[config.mk]
export PLATFORM = sky130hd
export DESIGN_NAME = uart_rx_core_flat
export DESIGN_NICKNAME = d
export VERILOG_FILES = /design/src/rtl/uart_rx_core_if.sv /design/src/rtl/uart_rx_core.sv /design/src/flat_wrapper.sv
export SDC_FILE = /design/constraint.sdc
export NUM_CORES = 1
export LEC_CHECK = 0
export CORE_ASPECT_RATIO = 1.75
export CORE_MARGIN = 2
export CORE_UTILIZATION = 35
export DETAILED_ROUTE_END_ITERATION = 10
export HOLD_SLACK_MARGIN = 0.02
export SETUP_SLACK_MARGIN = 0.15
export SYNTH_ARGS = -nofsm -noshare
export SYNTH_HDL_FRONTEND = slang
export SYNTH_SLANG_ARGS = --single-unit
[constraint.sdc]
create_clock -name i_clk -period 3.35 [get_ports i_clk]
set_clock_uncertainty 0.2 [all_clocks]
set_input_delay 0.67 -clock i_clk [delete_from_list [all_inputs] [get_ports i_clk]]
set_output_delay 0.67 -clock i_clk [all_outputs]
set_load 0.01 [all_outputs]
[src/rtl/uart_rx_core_if.sv]
// Parallel-side and serial-line signals of the UART receiver.
// master is the receiver core; slave is whatever drives the line and consumes the words.
interface uart_rx_core_if #(
    parameter int DATA_BITS = 8
) ();
    logic                 i_data;
    logic [DATA_BITS-1:0] o_data;
    logic                 o_valid;
    logic                 o_parity_err;
    logic                 o_frame_err;
    logic                 o_busy;

    modport master (
        input  i_data,
        output o_data,
        output o_valid,
        output o_parity_err,
        output o_frame_err,
        output o_busy
    );

    modport slave (
        output i_data,
        input  o_data,
        input  o_valid,
        input  o_parity_err,
        input  o_frame_err,
        input  o_busy
    );
endinterface

[src/rtl/uart_rx_core.sv]
// Oversampling UART receiver: centre-samples each bit of the synchronised line
// and delivers every frame as a parallel word with parity and framing status.
module uart_rx_core #(
    parameter int DATA_BITS    = 8,
    parameter int CLKS_PER_BIT = 16,
    parameter int PARITY       = 0,
    parameter int STOP_BITS    = 1
) (
    input  logic             i_clk,
    input  logic             i_rst,
    uart_rx_core_if.master   bus
);
    localparam int CNT_W = $clog2(CLKS_PER_BIT);
    localparam int IDX_W = $clog2(DATA_BITS);

    localparam logic [CNT_W-1:0] HALF_LAST = CNT_W'(CLKS_PER_BIT / 2 - 1);
    localparam logic [CNT_W-1:0] BIT_LAST  = CNT_W'(CLKS_PER_BIT - 1);
    localparam logic [IDX_W-1:0] IDX_LAST  = IDX_W'(DATA_BITS - 1);
    localparam logic             STOP_LAST = 1'(STOP_BITS - 1);
    localparam logic [1:0]       PAR_MODE  = 2'(PARITY);

    typedef enum logic [2:0] {
        ST_IDLE,
        ST_START,
        ST_DATA,
        ST_PARITY,
        ST_STOP
    } state_t;

    function automatic logic parity_err_f(input logic [DATA_BITS-1:0] d, input logic p);
        logic err;
        case (PAR_MODE)
            2'd1:    err = ~(^d ^ p);
            2'd2:    err = (^d ^ p);
            default: err = 1'b0;
        endcase
        return err;
    endfunction

    logic                 sync1_r;
    logic                 rx_r;
    logic                 prev_rx_r;
    state_t               state_r;
    logic [CNT_W-1:0]     cnt_r;
    logic [IDX_W-1:0]     bit_idx_r;
    logic                 stop_idx_r;
    logic [DATA_BITS-1:0] shift_r;
    logic                 par_bit_r;
    logic                 ferr_acc_r;
    logic                 armed_r;
    logic [DATA_BITS-1:0] data_r;
    logic                 valid_r;
    logic                 perr_r;
    logic                 ferr_r;
    logic                 busy_r;

    // Two-flop synchroniser plus a delayed copy for falling-edge detection; idles high.
    always_ff @(posedge i_clk or posedge i_rst) begin
        if (i_rst) begin
            sync1_r   <= 1'b1;
            rx_r      <= 1'b1;
            prev_rx_r <= 1'b1;
        end else begin
            sync1_r   <= bus.i_data;
            rx_r      <= sync1_r;
            prev_rx_r <= rx_r;
        end
    end

    // Frame FSM with bit timing, shift register and registered status outputs.
    always_ff @(posedge i_clk or posedge i_rst) begin
        if (i_rst) begin
            state_r    <= ST_IDLE;
            cnt_r      <= '0;
            bit_idx_r  <= '0;
            stop_idx_r <= 1'b0;
            shift_r    <= '0;
            par_bit_r  <= 1'b0;
            ferr_acc_r <= 1'b0;
            armed_r    <= 1'b0;
            data_r     <= '0;
            valid_r    <= 1'b0;
            perr_r     <= 1'b0;
            ferr_r     <= 1'b0;
            busy_r     <= 1'b0;
        end else begin
            valid_r <= 1'b0;
            case (state_r)
                ST_IDLE: begin
                    cnt_r <= '0;
                    if (rx_r) begin
                        armed_r <= 1'b1;
                    end
                    // A line that was low before arming (reset, break) never counts as a start.
                    if (armed_r && prev_rx_r && !rx_r) begin
                        state_r <= ST_START;
                        busy_r  <= 1'b1;
                    end else begin
                        busy_r  <= 1'b0;
                    end
                end
                ST_START: begin
                    if (cnt_r == HALF_LAST) begin
                        cnt_r <= '0;
                        if (rx_r) begin
                            state_r <= ST_IDLE;
                            busy_r  <= 1'b0;
                        end else begin
                            state_r   <= ST_DATA;
                            bit_idx_r <= '0;
                        end
                    end else begin
                        cnt_r <= cnt_r + CNT_W'(1);
                    end
                end
                ST_DATA: begin
                    if (cnt_r == BIT_LAST) begin
                        cnt_r   <= '0;
                        shift_r <= {rx_r, shift_r[DATA_BITS-1:1]};
                        if (bit_idx_r == IDX_LAST) begin
                            bit_idx_r  <= '0;
                            stop_idx_r <= 1'b0;
                            ferr_acc_r <= 1'b0;
                            state_r    <= (PAR_MODE != 2'd0) ? ST_PARITY : ST_STOP;
                        end else begin
                            bit_idx_r <= bit_idx_r + IDX_W'(1);
                        end
                    end else begin
                        cnt_r <= cnt_r + CNT_W'(1);
                    end
                end
                ST_PARITY: begin
                    if (cnt_r == BIT_LAST) begin
                        cnt_r     <= '0;
                        par_bit_r <= rx_r;
                        state_r   <= ST_STOP;
                    end else begin
                        cnt_r <= cnt_r + CNT_W'(1);
                    end
                end
                ST_STOP: begin
                    if (cnt_r == BIT_LAST) begin
                        cnt_r <= '0;
                        if (stop_idx_r == STOP_LAST) begin
                            // Back to IDLE now so a start in the second half of the stop bit is caught.
                            state_r <= ST_IDLE;
                            busy_r  <= 1'b0;
                            valid_r <= 1'b1;
                            data_r  <= shift_r;
                            perr_r  <= parity_err_f(shift_r, par_bit_r);
                            ferr_r  <= ferr_acc_r | ~rx_r;
                            if (!rx_r) begin
                                armed_r <= 1'b0;
                            end
                        end else begin
                            stop_idx_r <= stop_idx_r + 1'b1;
                            ferr_acc_r <= ferr_acc_r | ~rx_r;
                        end
                    end else begin
                        cnt_r <= cnt_r + CNT_W'(1);
                    end
                end
                default: begin
                    state_r <= ST_IDLE;
                    busy_r  <= 1'b0;
                end
            endcase
        end
    end

    assign bus.o_data       = data_r;
    assign bus.o_valid      = valid_r;
    assign bus.o_parity_err = perr_r;
    assign bus.o_frame_err  = ferr_r;
    assign bus.o_busy       = busy_r;
endmodule

[src/flat_wrapper.sv]
// flat-port wrapper written by rule: the top's interface ports become plain ports
module uart_rx_core_flat 
#(
    parameter int DATA_BITS    = 8,
    parameter int CLKS_PER_BIT = 16,
    parameter int PARITY       = 0,
    parameter int STOP_BITS    = 1
)
  (i_clk, i_rst, bus_i_data, bus_o_data, bus_o_valid, bus_o_parity_err, bus_o_frame_err, bus_o_busy);
  uart_rx_core_if #(.DATA_BITS(DATA_BITS)) bus_i ();
  input  logic i_clk;
  input  logic i_rst;
  input wire logic [$bits(bus_i.i_data)-1:0] bus_i_data;
  output wire logic [$bits(bus_i.o_data)-1:0] bus_o_data;
  output wire logic [$bits(bus_i.o_valid)-1:0] bus_o_valid;
  output wire logic [$bits(bus_i.o_parity_err)-1:0] bus_o_parity_err;
  output wire logic [$bits(bus_i.o_frame_err)-1:0] bus_o_frame_err;
  output wire logic [$bits(bus_i.o_busy)-1:0] bus_o_busy;
  assign bus_i.i_data = bus_i_data;
  assign bus_o_data = bus_i.o_data;
  assign bus_o_valid = bus_i.o_valid;
  assign bus_o_parity_err = bus_i.o_parity_err;
  assign bus_o_frame_err = bus_i.o_frame_err;
  assign bus_o_busy = bus_i.o_busy;
  uart_rx_core #(.DATA_BITS(DATA_BITS), .CLKS_PER_BIT(CLKS_PER_BIT), .PARITY(PARITY), .STOP_BITS(STOP_BITS)) u_core (.i_clk(i_clk), .i_rst(i_rst), .bus(bus_i));
endmodule
# Yosys cells after proc, flatten, opt, wreduce, memory -nomap -nowiden
# Index checks and enable logic that the tools add are counted.
# totals
register_bits	35
output_inout_bits	12
word_cells	97
# op_classes
n_addsub	3
eq_ne	19
muxes	39
bitwise_logic	4
reduce_logical	18
# ops
operator	n
2-to-1 mux 3 bit	11
2-to-1 mux 1 bit	18
!= test 2 x 1 -> 1 bit, second input constant	9
case mux 3 bit (5 select lines)	1
AND reduction 5 bit	3
case mux 4 bit (3 select lines)	1
2-to-1 mux 4 bit	2
AND reduction 4 bit	2
AND reduction 7 bit	1
equality test 3 x 2 -> 1 bit, second input constant	2
equality test 3 bit, second input constant	2
!= test 2 bit, second input constant	3
case mux 1 bit (2 select lines)	3
case mux 3 bit (2 select lines)	1
nonzero test 2 bit	3
adder 4 x 1 -> 4 bit, second input constant	1
equality test 4 x 3 -> 1 bit, second input constant	1
equality test 4 bit, second input constant	1
case mux 1 bit (4 select lines)	1
adder 3 x 1 -> 3 bit, second input constant	1
equality test 3 x 1 -> 1 bit, second input constant	1
logical NOT 3 bit	1
NOT 1 bit	3
AND reduction 3 bit	1
other kinds (9)	10

# Depth between registers and ports, before layout
# Gate-level depths: netlist of the first run.
# logic_depth
depth_word	5
mapped_depth	6

# Least setup slack after synthesis of the first run
# No wires, ideal clock.
# synth_path
path_type	register to register
start	register, netlist name u_core.bit_idx_r[0]
end	register u_core.busy_r (netlist: u_core.bus.o_busy)
setup_ns	0.126
t_arrival_ns	1.562
path_slack_ns	1.462
path_stages_with_launch	7
n_path_buf	0
period_less_slack_ns	1.888
cell_sequence	dfrtp_1 ha_1 ha_1 nor4b_4 a21oi_2 and2_1 a311o_1
# synth_rtl
item	line	source
to (signal assigned)	uart_rx_core.sv:85	busy_r <= 1'b0;
to (signal assigned)	uart_rx_core.sv:97	busy_r <= 1'b1;
to (signal assigned)	uart_rx_core.sv:99	busy_r <= 1'b0;
to (decl)	uart_rx_core.sv:55	logic busy_r;

# Final worst setup path of the first run
# layout_path
start	register u_core.state_r[2]
end	register u_core.data_r[3] (netlist: u_core.bus.o_data[3])
# layout_via
elab_chain_len	2
# layout_lines
item	line	source
from (decl)	uart_rx_core.sv:43	state_t state_r;
from (signal assigned)	uart_rx_core.sv:124	state_r <= (PAR_MODE != 2'd0) ? ST_PARITY : ST_STOP;
equality test 3 bit	uart_rx_core.sv:88	case (state_r)
AND reduction 3 bit (no source line)	--	
to (signal assigned)	uart_rx_core.sv:149	data_r <= shift_r;
to (decl)	uart_rx_core.sv:51	logic [DATA_BITS-1:0] data_r;
# No other way between the ends.
# A chain may end at the register's enable or synchronous reset.

==> results of run 1 <==
state kept, by name, indices dropped and copies added, names as in the netlist:
register / flops
u_core.prev_rx_r: 1
u_core.sync1_r: 1
u_core.ferr_acc_r: 1
u_core.shift_r: 8
u_core.bus.o_valid: 1
u_core.bit_idx_r: 3
u_core.bus.o_data: 8
u_core.rx_r: 1
u_core.cnt_r: 4
u_core.state_r: 3
u_core.bus.o_busy: 1
u_core.bus.o_frame_err: 1
u_core.armed_r: 1
layout make-up:
| class | instances | share of cell area |
|---|---|---|
| multi-input cells | 76 | 0.3636 |
| clock buffers | 7 | 0.04099 |
| inverters | 6 | 0.01210 |
| clock inverters | 1 | 0.01613 |
| well taps | 51 | 0.03427 |
| repair buffers | 14 | 0.07392 |
| flip-flops and latches | 34 | 0.4590 |
worst max-delay path, cell delays in order, from the launching register on:
cell	delay (ns)
dfrtp_1	0.77
nor3b_2	0.81
mux2_2	0.41
routing by layer:
layer / global-route usage / part of all wire / up-vias
met3: 0.02617 / 0.023 / 5
li1: - / - / 459
met5: 0 / 0 / -
met2: 0.2123 / 0.56 / 13
met4: 0.05894 / 0.021 / 0
met1: 0.1236 / 0.39 / 472
cells in the final DEF, fill, tap and decap left out, types with 3 or more instances in the layout:
master and instances:
dfrtp_1 31, mux2_2 18, clkdlybuf4s50_1 13, nand2_1 7, inv_1 6, a21oi_1 5
clkbuf_8 5, o21ai_0 4, nor2_1 3, o21ai_2 3, ha_1 3, dfstp_2 3
where the power goes:
part	switching (mW)	internal, mW	leakage, nW
Clock	0.137	0.222	0.0524
Sequential	0.0768	0.448	0.451
Combinational	0.111	0.112	0.336
synthesized netlist by cell type (2+ instances only):
cell type	n	area (sq um)
buf_4	2	15.01
dfrtp_1	31	775.7
mux2_2	18	202.7
nor3_4	2	32.53
ha_1	3	37.54
a21oi_1	5	25.02
mux2i_1	2	20.02
nand3b_1	2	15.01
o21ai_0	4	20.02
nor2_1	3	11.26
o21ai_2	3	26.28
a31oi_1	2	12.51
nand2_1	7	26.28
nand3_1	2	10.01
dfstp_2	3	78.83
buf_6	3	33.78
inv_1	6	22.52
logic make-up after synthesis:
family                     count (synthesis)  synth area share
buffers and inverters                     12           0.04746
and+or+nand+nor                           31            0.1634
DFF                                       34            0.5315
adders and majority gates                  3           0.02335
muxes                                     21            0.1455
AOI/OAI and AO/OA                         20           0.08639
other                                      1          0.002332
stage by stage:
| stage | cells | utilization |
|---|---|---|
| after floorplan | 122 | - |
| after global placement | 181 | 0.3986 |
| after detailed placement | 181 | 0.3986 |
| after CTS | 189 | 0.4227 |
| after global routing | 189 | 0.4227 |
| final | 189 | 0.4227 |
final timing paths:
kind | cells after the start | slack (ns) | end | startpoint
max | 2 | 1.04 | u_core.bus.o_data[3] | u_core.state_r[2]
min | 0 | 0.16 | u_core.rx_r | u_core.sync1_r
max reg2reg | 2 | 1.04 | u_core.bus.o_data[3] | u_core.state_r[2]
min reg2reg | 0 | 0.16 | u_core.rx_r | u_core.sync1_r
max in group asynchronous | 3 | 2.04 | u_core.sync1_r | i_rst
min in group asynchronous | 3 | 0.58 | u_core.bus.o_valid | i_rst
==> metrics.md, run 1 <==
| Metric | Value |
|---|---|
| Total GRT Usage | `0.1165` |
| HP Class | `flop to flop` |
| Design area | `1862 sq um` |
| Antenna violations before repair | `0` |
| Area growth syn-to-layout | `15.80%` |
| Row count | `32` |
| Fmax | `roughly 430 MHz` |
| Worst-Margin Slew | `0.8406 ns` |
| Final Max Tran Viols | `0` |
| Final setup TNS | `0 ns` |
| Startpoint Class | `flop` |
| H-tree depth | `2` |
| Core Area | `4404 sq um` |
| Post-Place Worst Slack | `1.034 ns` |
| Post-CTS setup repair buffer count | `0` |
| CTS root buf | `clkbuf_8` |
| Max-cap viol count | `0` |
| Setup ws final | `around 1.0 ns` |
| # setup viols final | `0` |
| Hpwl dp | `1972 microns` |
| Initial DRC count | `4` |
| Fin crit period | `2.312 ns` |
| WS Path Type | `flop to flop` |
| Post-synth EDFFs | `0` |
| Post-synth ARST share | `1.000` |
| Clock sink count | `34` |
| Leak Pwr | `approximately 0.84 nW` |
| Clock transition at path regs | `0.07 ns` |
| Fillers | `440` |
| Synth unique cells | `41` |
| Max_slew headroom | `0.4372` |
| Wire length of the first global-routing pass | `4685 microns` |
| PnR Total Power | `1.107 mW` |
| Worst setup EP type | `flop` |
| Final wirelength | `approximately 2700 microns` |
| CTS Buf Count | `5` |
| Number of diodes | `0` |
| Critical Path RT | `3.31 ns` |
| Syn Nets | `128` |
| Layout Nets | `between 100 and 150` |
| Yosys reg bits | `34` |
| Die area | `roughly 5200 sq um` |
| Final Hold Fails | `0` |
| Mean post-synth cell area | `13.18 sq um` |
| Starting Density | `0.3651` |
| Cell Area, Placed | `~1800 sq um` |
| Die Span Y | `93.66 microns` |
| Largest net degree at the start of global routing | `35` |
| Vias | `around 950` |
| Clock buffer depth | `2` |
| Post-cts resize count | `0` |
| YS warnings | `0` |
| CTS hold repair buffers | `0` |
| Worst-skew pair later-pin latency | `0.28 ns` |
| Chip width | `55.24 microns` |
| # port buffers | `13` |
| Vias per Instance | `~5` |
| Number of remaining DRC errors | `0` |
| Area taken by multi-input logic gates | `676.9 sq um` |
| FF/Latch Area | `854.6 sq um` |
| Tcrit/Tclk final | `0.6902` |
| Arr. time, crit path | `~2.3 ns` |
| Total grt overflow | `0` |
| Post-Syn Instances | `122` |
| WL/cell | `14.21 microns` |
| RSZ-0062 raised after global routing | `false` |
| Status | `completed` |
| Seq/Total Area, Yosys | `0.5315` |
| Number of global-route vias before repair | `1025` |
| Hold WS | `0.1602 ns` |
| Post-Syn Area | `about 1600 sq um` |
| Routed Antenna Nets | `0` |
| GP Congestion | `0.7593` |
| CTS tree | `built` |
| PD cells | `just under 600 nW/um^2` |
| First-pass DRT Iterations | `4` |
| IO Pins | `15` |
| CP Max Fanout | `15` |
| Fraction of layout cells with a size suffix above 1 | `0.3116` |
| Post-synth top flop | `dfrtp_1` |
| Max IR drop VDD | `0.0003570 V` |
No activity file was read; power rests on OpenSTA's default activity.
==> inputs of run 2 (changes only) <==
==> constraint.sdc (replaced) <==
create_clock -name i_clk -period 2.27 [get_ports i_clk]
set_clock_uncertainty 0.2 [all_clocks]
set_input_delay 0.454 -clock i_clk [delete_from_list [all_inputs] [get_ports i_clk]]
set_output_delay 0.454 -clock i_clk [all_outputs]
set_load 0.01 [all_outputs]
==> metrics.md, run 2 (synthesis results as in run 1) <==
| Metric | Value |
|---|---|
| Clock transition at path regs | `0.06 ns` |
| Core Area | `4404 sq um` |
| WS Path Type | `flop to flop` |
| Initial DRC count | `18` |
| Die area | `5173 sq um` |
| Number of remaining DRC errors | `0` |
| CTS Buf Count | `5` |
| Chip width | `55.24 microns` |
| Routed Antenna Nets | `0` |
| Total grt overflow | `0` |
| Max-cap viol count | `0` |
| Clock sink count | `34` |
| Antenna violations before repair | `0` |
| Final Max Tran Viols | `0` |
| Arr. time, crit path | `2.01 ns` |
| Commonest non-fill, non-tap cell in the layout | `dfrtp_1` |
| CTS hold repair buffers | `0` |
| Number of diodes | `0` |
| Fraction of layout cells with a size suffix above 1 | `0.3448` |
| Fin crit period | `2.048 ns` |
| Vias per Instance | `5.214` |
| IO Pins | `15` |
| Largest net degree at the start of global routing | `35` |
| Die Span Y | `around 94 microns` |
| Leak Pwr | `0.8623 nW` |
| Final setup TNS | `0 ns` |
| Hpwl dp | `~2200 microns` |
| First-pass DRT Iterations | `5` |
| PD cells | `a little over 800 nW/um^2` |
| Max_slew headroom | `0.6253` |
| Vias | `1022` |
| Worst-Margin Slew | `0.5620 ns` |
| Worst setup EP type | `flop` |
| Area growth syn-to-layout | `17.51%` |
| HP Class | `flop to flop` |
| Hold WS | `0.1560 ns` |
| Non-filler cells, final | `196` |
| Worst-skew pair later-pin latency | `between 0.2 and 0.3 ns` |
| Layout Nets | `150` |
| RSZ-0062 raised after global routing | `false` |
| Wire length of the first global-routing pass | `5271 microns` |
| H-tree depth | `2` |
| Final Hold Fails | `0` |
| Number of global-route vias before repair | `1149` |
| WL/cell | `around 15 microns` |
| Starting Density | `0.3651` |
| Total GRT Usage | `0.1312` |
| Startpoint Class | `flop` |
| Tcrit/Tclk final | `0.9023` |
| CTS tree | `built` |
| CTS root buf | `clkbuf_8` |
| Clock buffer depth | `2` |
| CP Max Fanout | `2` |
| Dpl cells | `187` |
| # setup viols final | `0` |
| GP Congestion | `0.8408` |
| Row count | `32` |
| Most frequent cells in the layout | `dfrtp_1 (30), mux2_2 (18), clkdlybuf4s50_1 (13), buf_4 (8), nand2_1 (7)` |
| Status | `completed` |
| # port buffers | `13` |
| Fmax | `488.2 MHz` |
| Final wirelength | `3031 microns` |
| Critical Path RT | `2.23 ns` |
| Max IR drop VDD | `approximately 0.00066 V` |
[run 2: timing repair]
action                                  CTS  global route
endpoints found under the setup margin    0             1
resized for setup                         0             1
setup buffers                             0             1
[run 2: layout make-up]
| class | instances | area, sq um |
|---|---|---|
| Multi-Input combinational cell | 76 | 676.9 |
| Inverter | 6 | 22.52 |
| Fill cell | 423 | 2515 |
| Sequential cell | 34 | 855.8 |
| Clock buffer | 8 | 80.08 |
| Tap cell | 51 | 63.81 |
| Timing Repair Buffer | 21 | 190.2 |
[run 2: worst paths after layout]
path / startpoint / endpoint / slack [ns] / cells past startpoint
worst max-delay path: u_core.bit_idx_r[0] / u_core.bus.o_busy / 0.22 / 6
worst min-delay path: u_core.sync1_r / u_core.rx_r / 0.16 / 0
worst max register to register: u_core.bit_idx_r[0] / u_core.bus.o_busy / 0.22 / 6
worst min register to register: u_core.sync1_r / u_core.rx_r / 0.16 / 0
max in group asynchronous: i_rst / u_core.sync1_r / 1.17 / 3
min in group asynchronous: i_rst / u_core.bus.o_valid / 0.36 / 3
[run 2: worst max-delay path: stages (launching register included)]
cell	delay (ns)
dfrtp_1	0.38
ha_1	0.20
ha_1	0.24
nor4b_4	0.32
a21oi_2	0.07
and2_1	0.19
a311o_1	0.32
[run 2: power breakdown]
| part | total, mW | switching (mW) | internal (mW) |
|---|---|---|---|
| clock | 0.413 | 0.195 | 0.218 |
| combinational | 0.391 | 0.201 | 0.189 |
| sequential | 0.759 | 0.0971 | 0.662 |
| total | 1.56 | 0.494 | 1.07 |
[run 2: per-stage QoR]
step	instance area [sq um]	util	total power [mW]	setup WS (ns)
global route	1889	0.4290	1.652	0.1496
floorplan	1608	-	1.052	0.3821
finish	1889	0.4290	1.563	0.2217
detailed placement	1800	0.4088	1.157	0.2183
global placement	1800	0.4088	1.132	0.2501
CTS	1881	0.4270	1.582	0.1998
[run 2: routing by layer]
| metal | part of all wire | routed length, microns | vias to the layer above | GRT usage |
|---|---|---|---|---|
| li1 | - | - | 478 | - |
| met1 | 0.36 | 1092 | 509 | 0.1294 |
| met2 | 0.57 | 1717 | 25 | 0.2341 |
| met3 | 0.034 | 102 | 10 | 0.03030 |
| met4 | 0.039 | 118 | 0 | 0.09756 |
| met5 | 0 | 0 | - | 0 |
==> inputs of run 3 (changes only) <==
==> constraint.sdc (replaced) <==
create_clock -name i_clk -period 2.37 [get_ports i_clk]
set_clock_uncertainty 0.2 [all_clocks]
set_input_delay 0.474 -clock i_clk [delete_from_list [all_inputs] [get_ports i_clk]]
set_output_delay 0.474 -clock i_clk [all_outputs]
set_load 0.01 [all_outputs]
==> metrics.md, run 3 (synthesis results as in run 1) <==
| Metric | Value |
|---|---|
| Tcrit/Tclk final | `0.8573` |
| WP depth | `6` |
| CTS Buf Count | `5` |
| Buffers & Inverters on Critical Path | `0` |
| GP Congestion | `0.8647` |
| WL/cell | `around 14 microns` |
| Largest net degree at the start of global routing | `35` |
| Critical Path RT | `~2.3 ns` |
| Cell Area, Placed | `1778 sq um` |
| Clock sink count | `34` |
| Clock transition at path regs | `0.07 ns` |
| Dpl cells | `between 150 and 200` |
| Cell Chain, Critical Path | `ha_1 -> ha_1 -> nor4b_4 -> a21oi_2 -> and2_1 -> a311o_1` |
| Die area | `~5200 sq um` |
| Critical Path Most Common Cell | `ha_1` |
| HP Class | `flop to flop` |
| RSZ-0062 raised after global routing | `false` |
| CP Max Fanout | `3` |
| Vias | `953` |
| Chip width | `roughly 55 microns` |
| Setup ws final | `0.3383 ns` |
| Slowest CP cell | `dfrtp_1` |
| Post-CTS setup repair buffer count | `0` |
| CP peak stage delay | `0.38 ns` |
| Initial DRC count | `4` |
| Worst-Margin Slew | `0.7065 ns` |
| Number of global-route vias before repair | `1065` |
| Met3 Use GR | `0.02479` |
| Non-filler cells, final | `192` |
| Status | `completed` |
| Hold Path Origin | `u_core.sync1_r` |
| Final setup TNS | `0 ns` |
| # setup viols final | `0` |
| Hold Path Depth | `0` |
| Leak Pwr | `0.8516 nW` |
| Number of remaining DRC errors | `0` |
| Max-cap viol count | `0` |
| Core Area | `4404 sq um` |
| Total GRT Usage | `0.1218` |
| Post-cts resize count | `0` |
| Fmax | `492.2 MHz` |
| Die Span Y | `93.66 microns` |
| Hpwl dp | `2030 microns` |
| Final wirelength | `2783 microns` |
| WS Path Type | `flop to flop` |
| Startpoint Class | `flop` |
| Antenna violations before repair | `0` |
| Design area | `between 1500 and 2000 sq um` |
| Routed Antenna Nets | `0` |
| First-pass DRT Iterations | `4` |
| Worst-skew pair later-pin latency | `0.28 ns` |
| Commonest non-fill, non-tap cell in the layout | `dfrtp_1` |
| Starting Density | `0.3651` |
| Arr. time, crit path | `about 2 ns` |
| Fraction of layout cells with a size suffix above 1 | `0.3333` |
| Flop2flop setup slack | `0.34 ns` |
| Row count | `32` |
| Area taken by multi-input logic gates | `676.9 sq um` |
| Area growth syn-to-layout | `16.26%` |
| CTS tree | `built` |
| Critical path's top delay family | `simple AND/OR/NAND/NOR gates` |
| Total grt overflow | `0` |
| # port buffers | `13` |
| Busiest grt layer | `met2` |
| Clock buffer depth | `2` |
| Max_slew headroom | `0.5290` |
| FF-to-FF path depth | `6` |
| GR Util met2 | `0.2063` |
| GRT met1 Usage | `0.1373` |
| Max IR drop VDD | `0.0005310 V` |
| Final Hold Fails | `0` |
| FF/Latch Area | `854.6 sq um` |
| Number of diodes | `0` |
| IO Pins | `15` |
| RR Startpoint | `u_core.bit_idx_r[0]` |
| Post-Place Worst Slack | `0.3174 ns` |
| Reg2Reg Capture Point | `u_core.bus.o_busy` |
| Most frequent cells in the layout | `dfrtp_1 (31), mux2_2 (18), clkdlybuf4s50_1 (13), nand2_1 (7)` |
| Fillers | `430` |
| H-tree depth | `2` |
| PD cells | `800.6 nW/um^2` |
| CTS hold repair buffers | `0` |
| Vias per Instance | `4.964` |
| Fin crit period | `2.032 ns` |
| Hold WS | `0.1582 ns` |
| CTS root buf | `clkbuf_8` |
| Final Max Tran Viols | `0` |
| Wire length of the first global-routing pass | `about 4900 microns` |
| Worst Hold Path EP | `u_core.rx_r` |
| Worst setup EP type | `flop` |
| Layout Nets | `146` |
run 3: area by class of cell:
type	instances	area share
clock buffers	7	0.04618
clock inverters	1	0.002677
flip-flops and latches	34	0.4572
inverters	6	0.01205
repair buffers	17	0.08568
multi-input cells	76	0.3621
well taps	51	0.03414
run 3: worst reg2reg max path: cells and delay by family (launching register included):
family                   cells  cell delay [ns]
adder cells (fa/ha/maj)      2             0.47
AND/OR/NAND/NOR              2             0.49
AO/OA/AOI/OAI                2             0.38
flip-flops                   1             0.38
run 3: worst max path at each step:
stage	from	to	slack, ns
final	u_core.bit_idx_r[0]	u_core.bus.o_busy	0.34
after global routing	u_core.state_r[2]	u_core.bus.o_data[2]	0.24
after CTS	u_core.bit_idx_r[0]	u_core.bus.o_busy	0.30
after detailed placement	u_core.bit_idx_r[0]	u_core.bus.o_busy	0.32
after global placement	u_core.bit_idx_r[0]	u_core.bus.o_busy	0.34
after floorplan	u_core.bit_idx_r[0]	u_core.bus.o_busy	0.48
run 3: stage by stage:
stage | util | power, mW
3_5_place_dp | 0.4037 | 1.079
5_1_grt | 0.4244 | 1.593
6_report | 0.4244 | 1.497
3_3_place_gp | 0.4037 | 1.070
2_1_floorplan | - | 1.007
4_1_cts | 0.4244 | 1.520
run 3: per-layer routing:
| layer | part of all wire | vias to the layer above |
|---|---|---|
| met5 | 0 | - |
| met4 | 0.038 | 0 |
| met3 | 0.022 | 9 |
| met2 | 0.53 | 16 |
| met1 | 0.41 | 466 |
| li1 | - | 462 |
run 3: where the power goes:
| part | leakage [nW] | internal, mW | switching (mW) |
|---|---|---|---|
| clock network | 0.0482 | 0.234 | 0.197 |
| logic | 0.352 | 0.168 | 0.161 |
| registers | 0.451 | 0.633 | 0.103 |
| total | 0.852 | 1.04 | 0.461 |
